### src/rtl/spi_rx_word_fifo.sv
// Assembles SPI bytes into MSB-first words framed by CSn and queues them in a
// first-word-fall-through FIFO with overflow counting and partial-frame flagging.
module spi_rx_word_fifo #(
  parameter int BYTES_PER_WORD = 2,
  parameter int FIFO_DEPTH     = 8,
  parameter int CNT_W          = 8,
  localparam int WW            = 8 * BYTES_PER_WORD,
  localparam int LVL_W         = $clog2(FIFO_DEPTH) + 1
) (
  input  logic             clk,
  input  logic             rstn,
  input  logic [7:0]       i_rx_byte,
  input  logic             i_rx_dv,
  input  logic             i_csn,
  output logic [WW-1:0]    o_word,
  output logic             o_word_first,
  output logic             o_word_valid,
  input  logic             i_word_ready,
  output logic [LVL_W-1:0] o_level,
  output logic             o_frame_err,
  output logic [CNT_W-1:0] o_ovf_cnt,
  output logic [15:0]      o_last_bytes
);

  localparam int PTR_W = $clog2(FIFO_DEPTH);
  localparam int IDX_W = (BYTES_PER_WORD > 1) ? $clog2(BYTES_PER_WORD) : 1;
  localparam logic [IDX_W-1:0] LAST_IDX = IDX_W'(BYTES_PER_WORD - 1);
  localparam logic [LVL_W-1:0] FULL_LVL = LVL_W'(FIFO_DEPTH);

  typedef enum logic [1:0] {
    IDLE    = 2'd0,
    COLLECT = 2'd1,
    DISCARD = 2'd2
  } state_e;

  logic             csn_meta_q, csn_s_q, csn_prev_q;
  state_e           state_q, state_d;
  logic [IDX_W-1:0] byte_idx_q, byte_idx_d;
  logic             first_q, first_d;
  logic [PTR_W-1:0] wr_ptr_q, wr_ptr_d;
  logic [PTR_W-1:0] rd_ptr_q, rd_ptr_d;
  logic [LVL_W-1:0] level_q, level_d;
  logic             frame_err_q, frame_err_d;
  logic [CNT_W-1:0] ovf_cnt_q, ovf_cnt_d;
  logic [15:0]      last_bytes_q, last_bytes_d;
  logic [WW:0]      mem_q [FIFO_DEPTH];

  logic             csn_start, csn_end;
  logic             push, pop, push_ok, valid;
  logic [WW-1:0]    new_word;

  assign csn_start = csn_prev_q & ~csn_s_q;
  assign csn_end   = ~csn_prev_q & csn_s_q;

  // Only the bytes preceding the newest one need storage; the newest byte
  // completes the word straight from the input.
  if (BYTES_PER_WORD == 1) begin : g_single
    assign new_word = i_rx_byte;
  end else begin : g_multi
    logic [WW-9:0] asm_q;
    assign new_word = {asm_q, i_rx_byte};
    always_ff @(posedge clk or negedge rstn) begin
      if (!rstn) begin
        asm_q <= '0;
      end else if (state_q == COLLECT && i_rx_dv) begin
        asm_q <= new_word[WW-9:0];
      end
    end
  end

  assign valid   = (level_q != '0);
  assign pop     = valid & i_word_ready;
  assign push_ok = (level_q != FULL_LVL) | pop;

  always_comb begin
    state_d      = state_q;
    byte_idx_d   = byte_idx_q;
    first_d      = first_q;
    ovf_cnt_d    = ovf_cnt_q;
    last_bytes_d = last_bytes_q;
    frame_err_d  = 1'b0;
    push         = 1'b0;
    unique case (state_q)
      IDLE: begin
        if (csn_start) begin
          state_d    = COLLECT;
          byte_idx_d = '0;
          first_d    = 1'b1;
        end
      end
      COLLECT: begin
        if (i_rx_dv) begin
          last_bytes_d = {last_bytes_q[7:0], i_rx_byte};
          if (byte_idx_q == LAST_IDX) begin
            byte_idx_d = '0;
            if (push_ok) begin
              push    = 1'b1;
              first_d = 1'b0;
            end else begin
              state_d = DISCARD;
              if (ovf_cnt_q != '1) ovf_cnt_d = ovf_cnt_q + 1'b1;
            end
          end else begin
            byte_idx_d = byte_idx_q + 1'b1;
          end
        end
        // End is judged after the same-cycle byte has been absorbed.
        if (csn_end) begin
          if (state_d == COLLECT && byte_idx_d != '0) frame_err_d = 1'b1;
          state_d = IDLE;
        end
      end
      DISCARD: begin
        if (i_rx_dv) last_bytes_d = {last_bytes_q[7:0], i_rx_byte};
        if (csn_end) state_d = IDLE;
      end
      default: state_d = IDLE;
    endcase
  end

  always_comb begin
    wr_ptr_d = push ? wr_ptr_q + 1'b1 : wr_ptr_q;
    rd_ptr_d = pop  ? rd_ptr_q + 1'b1 : rd_ptr_q;
    unique case ({push, pop})
      2'b10:   level_d = level_q + 1'b1;
      2'b01:   level_d = level_q - 1'b1;
      default: level_d = level_q;
    endcase
  end

  always_ff @(posedge clk or negedge rstn) begin
    if (!rstn) begin
      csn_meta_q   <= 1'b1;
      csn_s_q      <= 1'b1;
      csn_prev_q   <= 1'b1;
      state_q      <= IDLE;
      byte_idx_q   <= '0;
      first_q      <= 1'b0;
      wr_ptr_q     <= '0;
      rd_ptr_q     <= '0;
      level_q      <= '0;
      frame_err_q  <= 1'b0;
      ovf_cnt_q    <= '0;
      last_bytes_q <= '0;
    end else begin
      csn_meta_q   <= i_csn;
      csn_s_q      <= csn_meta_q;
      csn_prev_q   <= csn_s_q;
      state_q      <= state_d;
      byte_idx_q   <= byte_idx_d;
      first_q      <= first_d;
      wr_ptr_q     <= wr_ptr_d;
      rd_ptr_q     <= rd_ptr_d;
      level_q      <= level_d;
      frame_err_q  <= frame_err_d;
      ovf_cnt_q    <= ovf_cnt_d;
      last_bytes_q <= last_bytes_d;
    end
  end

  always_ff @(posedge clk) begin
    if (push) mem_q[wr_ptr_q] <= {first_q, new_word};
  end

  assign o_word_valid = valid;
  assign o_word       = valid ? mem_q[rd_ptr_q][WW-1:0] : '0;
  assign o_word_first = valid & mem_q[rd_ptr_q][WW];
  assign o_level      = level_q;
  assign o_frame_err  = frame_err_q;
  assign o_ovf_cnt    = ovf_cnt_q;
  assign o_last_bytes = last_bytes_q;

endmodule

### config.mk
export PLATFORM = sky130hd
export DESIGN_NAME = spi_rx_word_fifo
export DESIGN_NICKNAME = d
export VERILOG_FILES = /design/src/rtl/spi_rx_word_fifo.sv
export SDC_FILE = /design/constraint.sdc
export NUM_CORES = 1
export LEC_CHECK = 0
export BUFFER_PORTS_ARGS = -buffer_cell sky130_fd_sc_hd__buf_2
export CORE_MARGIN = 4
export CORE_UTILIZATION = 53
export CTS_CLUSTER_SIZE = 24
export DETAILED_ROUTE_END_ITERATION = 8
export PLACE_DENSITY = 0.75
export SETUP_SLACK_MARGIN = 0.3
export SLEW_MARGIN = 10
export SYNTH_ARGS = -nofsm -noshare
export SYNTH_HDL_FRONTEND = slang
export SYNTH_SLANG_ARGS = --single-unit
### constraint.sdc
create_clock -name clk -period 2.55 [get_ports clk]
set_input_delay 0.1275 -clock clk [delete_from_list [all_inputs] [get_ports clk]]
set_output_delay 0.1275 -clock clk [all_outputs]
set_load 0.02 [all_outputs]
==> flow_metrics.py <==
metrics = {
    "route": {
        "ant_nets": 0,
        "drt_iter0_markers": 383,
        "drt-met1-wl_um": 6040,
        "routed_wl_um": 14600,
        "drc": 0,
        "via_count": 3893,
        "highest_layer": "met4",
        "routedWlPerCell_um": 21.3,
        "drt_first_pass_iters": 4,
        "route.met2.wl_um": 7720,
        "viasPerCell": 5.67,
        "route.met3.wl_um": 630,
    },
    "placement": {
        "pre_cts_slack_ns": 0.0230,
        "dp_hpwl_um": 9120,
        "globalplace.congestion": 0.790,
        "portBuffers": 59,
        "dp.cells": 637,
    },
    "critical_path": {
        "crit_type": "reg -> reg",
        "cp_max_fo": 4,
        "setup.worst_path.end_class": "register",
        "r2r_slack_ns": 0.19,
        "crit_path_start_kind": "register",
        "crit_required_ns": 2.85,
        "arrival_ns": 2.67,
    },
    "pwr": {
        "power_leakage_nw": 3.34,
        "p_per_area_nw_per_um2": 1140,
        "max-vdd-ir-drop_v": 0.000745,
    },
    "timing": {
        "period_share_pct": 92.7,
        "slew_viol_final": 0,
        "clock_skew_ns": 0.00751,
        "fin_ws_ns": 0.187,
        "slew_headroom_pct": 57.7,
        "tns_ns": 0,
        "worstMarginPinSlew_ns": 0.632,
        "rsz0062_at_grt": "yes",
        "fin_crit_ns": 2.36,
        "final-hold-violation-count": 0,
        "fmax_mhz": 423,
        "setup_viol": 0,
    },
    "synth": {
        "yosys_register_bits": 186,
        "async_flop_share_pct": 26.9,
        "postSynthAreaPerCell_um2": 18.5,
        "synth_top_area_cell": "edfxtp_1",
        "synthTopCellsByCount": "edfxtp_1, dfrtp_1, mux4_2",
        "synth_warnings": 0,
        "synth_top_cells_by_area": "edfxtp_1, dfrtp_1, mux4_2, mux2_2, mux2i_1",
        "synth.top_cell.area_share_pct": 55.1,
        "yosysMostFrequentCell": "edfxtp_1",
        "synth_edf_count": 136,
        "ys_dominant_reg_cell": "edfxtp_1",
        "netlist_instances": 401,
        "synthDistinctLibCells": 41,
        "ys_seq_area_share_pct": 72.0,
        "synth_area_um2": 7410,
        "syn_nets": 423,
    },
    "die": {
        "die_h_um": 126,
        "die-area_um2": 15900,
        "pin_count": 60,
        "chipWidth_um": 126,
        "num_rows": 42,
        "start_util_pct": 55.1,
        "core_um2": 13500,
    },
    "layout": {
        "final-instance-count-excl-fill": 686,
        "area_growth_syn_to_layout_pct": 21.6,
        "insertedDiodeCount": 0,
        "drive_gt1_share_pct": 41.0,
        "fillers": 935,
        "utilization_pct": 67.0,
        "nNetsFinal": 519,
    },
    "grt": {
        "grt-ovfl-total": 0,
        "grt_first_pass_wirelength_um": 23400,
        "grt_usage_pct": 19.5,
        "grt_pass1_vias": 4179,
        "grt_antenna_before_repair": 0,
        "grt_max_degree": 33,
    },
    "cts": {
        "cts_made_buffers": 17,
        "cts_buffer_depth": 2,
        "cts_tree": "done",
        "insertion_delay_ns": 0.42,
        "root_buffer": "clkbuf_16",
        "cts-htree-levels": 4,
        "clk_pin_slew_ns": 0.06,
        "clkSinkCount": 186,
    },
    "job": {
        "cap_violations": 0,
    },
    "worst_hold_path": {
        "min_path_type": "in -> reg",
    },
    "outcome": {
        "status": "complete, no violations",
    },
}
==> report_power, final <==
part / internal [mW] / switching [mW] / total [mW] / leakage [nW]
sequential: 3.76 / 0.400 / 4.17 / 1.83
clock: 1.59 / 1.03 / 2.62 / 0.284
combinational: 1.67 / 1.79 / 3.46 / 1.23
total: 7.02 / 3.23 / 10.3 / 3.34
==> per-stage QoR <==
| step | area [um^2] | power [mW] | hold slack (ns) |
|---|---|---|---|
| floorplan | 7490 | 6.30 | -0.168 |
| global placement | 8110 | 7.27 | 0.0806 |
| detailed placement | 8110 | 7.39 | 0.0893 |
| CTS | 8890 | 10.2 | 0.00380 |
| global route | 9010 | 10.8 | 0.0183 |
| finish | 9010 | 10.3 | 0.0179 |
==> worst max-delay path, stage by stage, from the launching register on <==
cell,delay (ns)
dfrtp_2,0.40
or3_4,0.39
buf_6,0.14
nor2_4,0.11
inv_4,0.05
nand2_4,0.06
inv_2,0.06
ha_4,0.18
xor2_4,0.16
ha_4,0.16
a21oi_2,0.13
xor2_1,0.19
nor2_1,0.08
xor2_1,0.16
==> cells in the final DEF (no fill, tap or decap), drive strengths merged, types with 2 or more instances in the layout <==
| cell | Yosys | final |
|---|---|---|
| edfxtp | 136 | 136 |
| buf | 8 | 90 |
| dfrtp | 47 | 47 |
| mux4 | 34 | 34 |
| nor2 | 29 | 29 |
| mux2 | 27 | 27 |
| clkbuf | 8 | 24 |
| mux2i | 18 | 18 |
| nand2 | 16 | 16 |
| xor2 | 12 | 12 |
| ha | 9 | 9 |
| inv | 6 | 6 |
| nand2b | 5 | 5 |
| nand3 | 5 | 5 |
| o21ai | 5 | 5 |
| nor3 | 5 | 5 |
| xnor2 | 4 | 4 |
| nor4 | 4 | 4 |
| a21oi | 4 | 4 |
| nor2b | 3 | 3 |
| clkinv | 0 | 3 |
| bufinv | 0 | 3 |
| dfstp | 3 | 3 |
| dlygate4sd3 | 0 | 3 |
| o31ai | 2 | 2 |
| clkinvlp | 0 | 2 |
| nor3b | 2 | 2 |
==> cell type report <==
class                      count  area, um^2  share of cell area [%]
clock buffer                  24         472                    5.23
clock inverter                 8         120                    1.33
inverter                       6        27.5                   0.305
multi-input combinational    193        2140                    23.7
sequential                   186        5350                    59.3
tap                          176         220                    2.44
timing repair buffer          93         693                    7.69
==> worst paths after layout <==
| path | from | endpoint | cells past startpoint |
|---|---|---|---|
| worst max-delay path | o_level[0] | o_level[2] | 13 |
| worst min-delay path | i_rx_byte[6] | mem_q[5][6] | 1 |
| worst max register to register | o_level[0] | o_level[2] | 13 |
| worst min register to register | csn_meta_q | csn_s_q | 0 |
| max in group asynchronous | rstn | o_last_bytes[14] | 3 |
| min in group asynchronous | rstn | o_level[1] | 2 |
==> registers in the layout, summed over array words and instances, names as in the netlist <==
| register | flops |
|---|---|
| g_multi.asm_q | 8 |
| csn_meta_q | 1 |
| o_level | 4 |
| o_ovf_cnt | 8 |
| mem_q | 136 |
| state_q | 2 |
| rd_ptr_q | 3 |
| first_q | 1 |
| csn_prev_q | 1 |
| wr_ptr_q | 3 |
| o_last_bytes | 16 |
| byte_idx_q | 1 |
| o_frame_err | 1 |
| csn_s_q | 1 |
==> layer usage <==
layer  vias to the layer above  track usage (%)
met5                         -                0
met4                         0             7.32
met3                        20             4.19
met2                       102             32.6
met1                      2026             25.5
li1                       1745                -
==> cell families (layout without fill, tap and decap cells) <==
logic type	Yosys count	count (layout)	synth area share, %
muxes	79	79	16.9
AOI/OAI and AO/OA	15	15	1.27
xor gates and xnor gates	16	16	1.89
DFF	186	186	72.0
buffers and inverters	22	131	1.28
and+or+nand+nor	74	74	5.13
adders and majority gates	9	9	1.52
==> repair_timing <==
item	in CTS	in global routing
setup endpoints to repair	134	85
cloned	1	0
endpoints found under the hold margin	18	0
resized for setup	13	22
pin swaps	4	10
setup buffers	9	4
hold buffers	3	0
(Power assumes the default switching activity.)
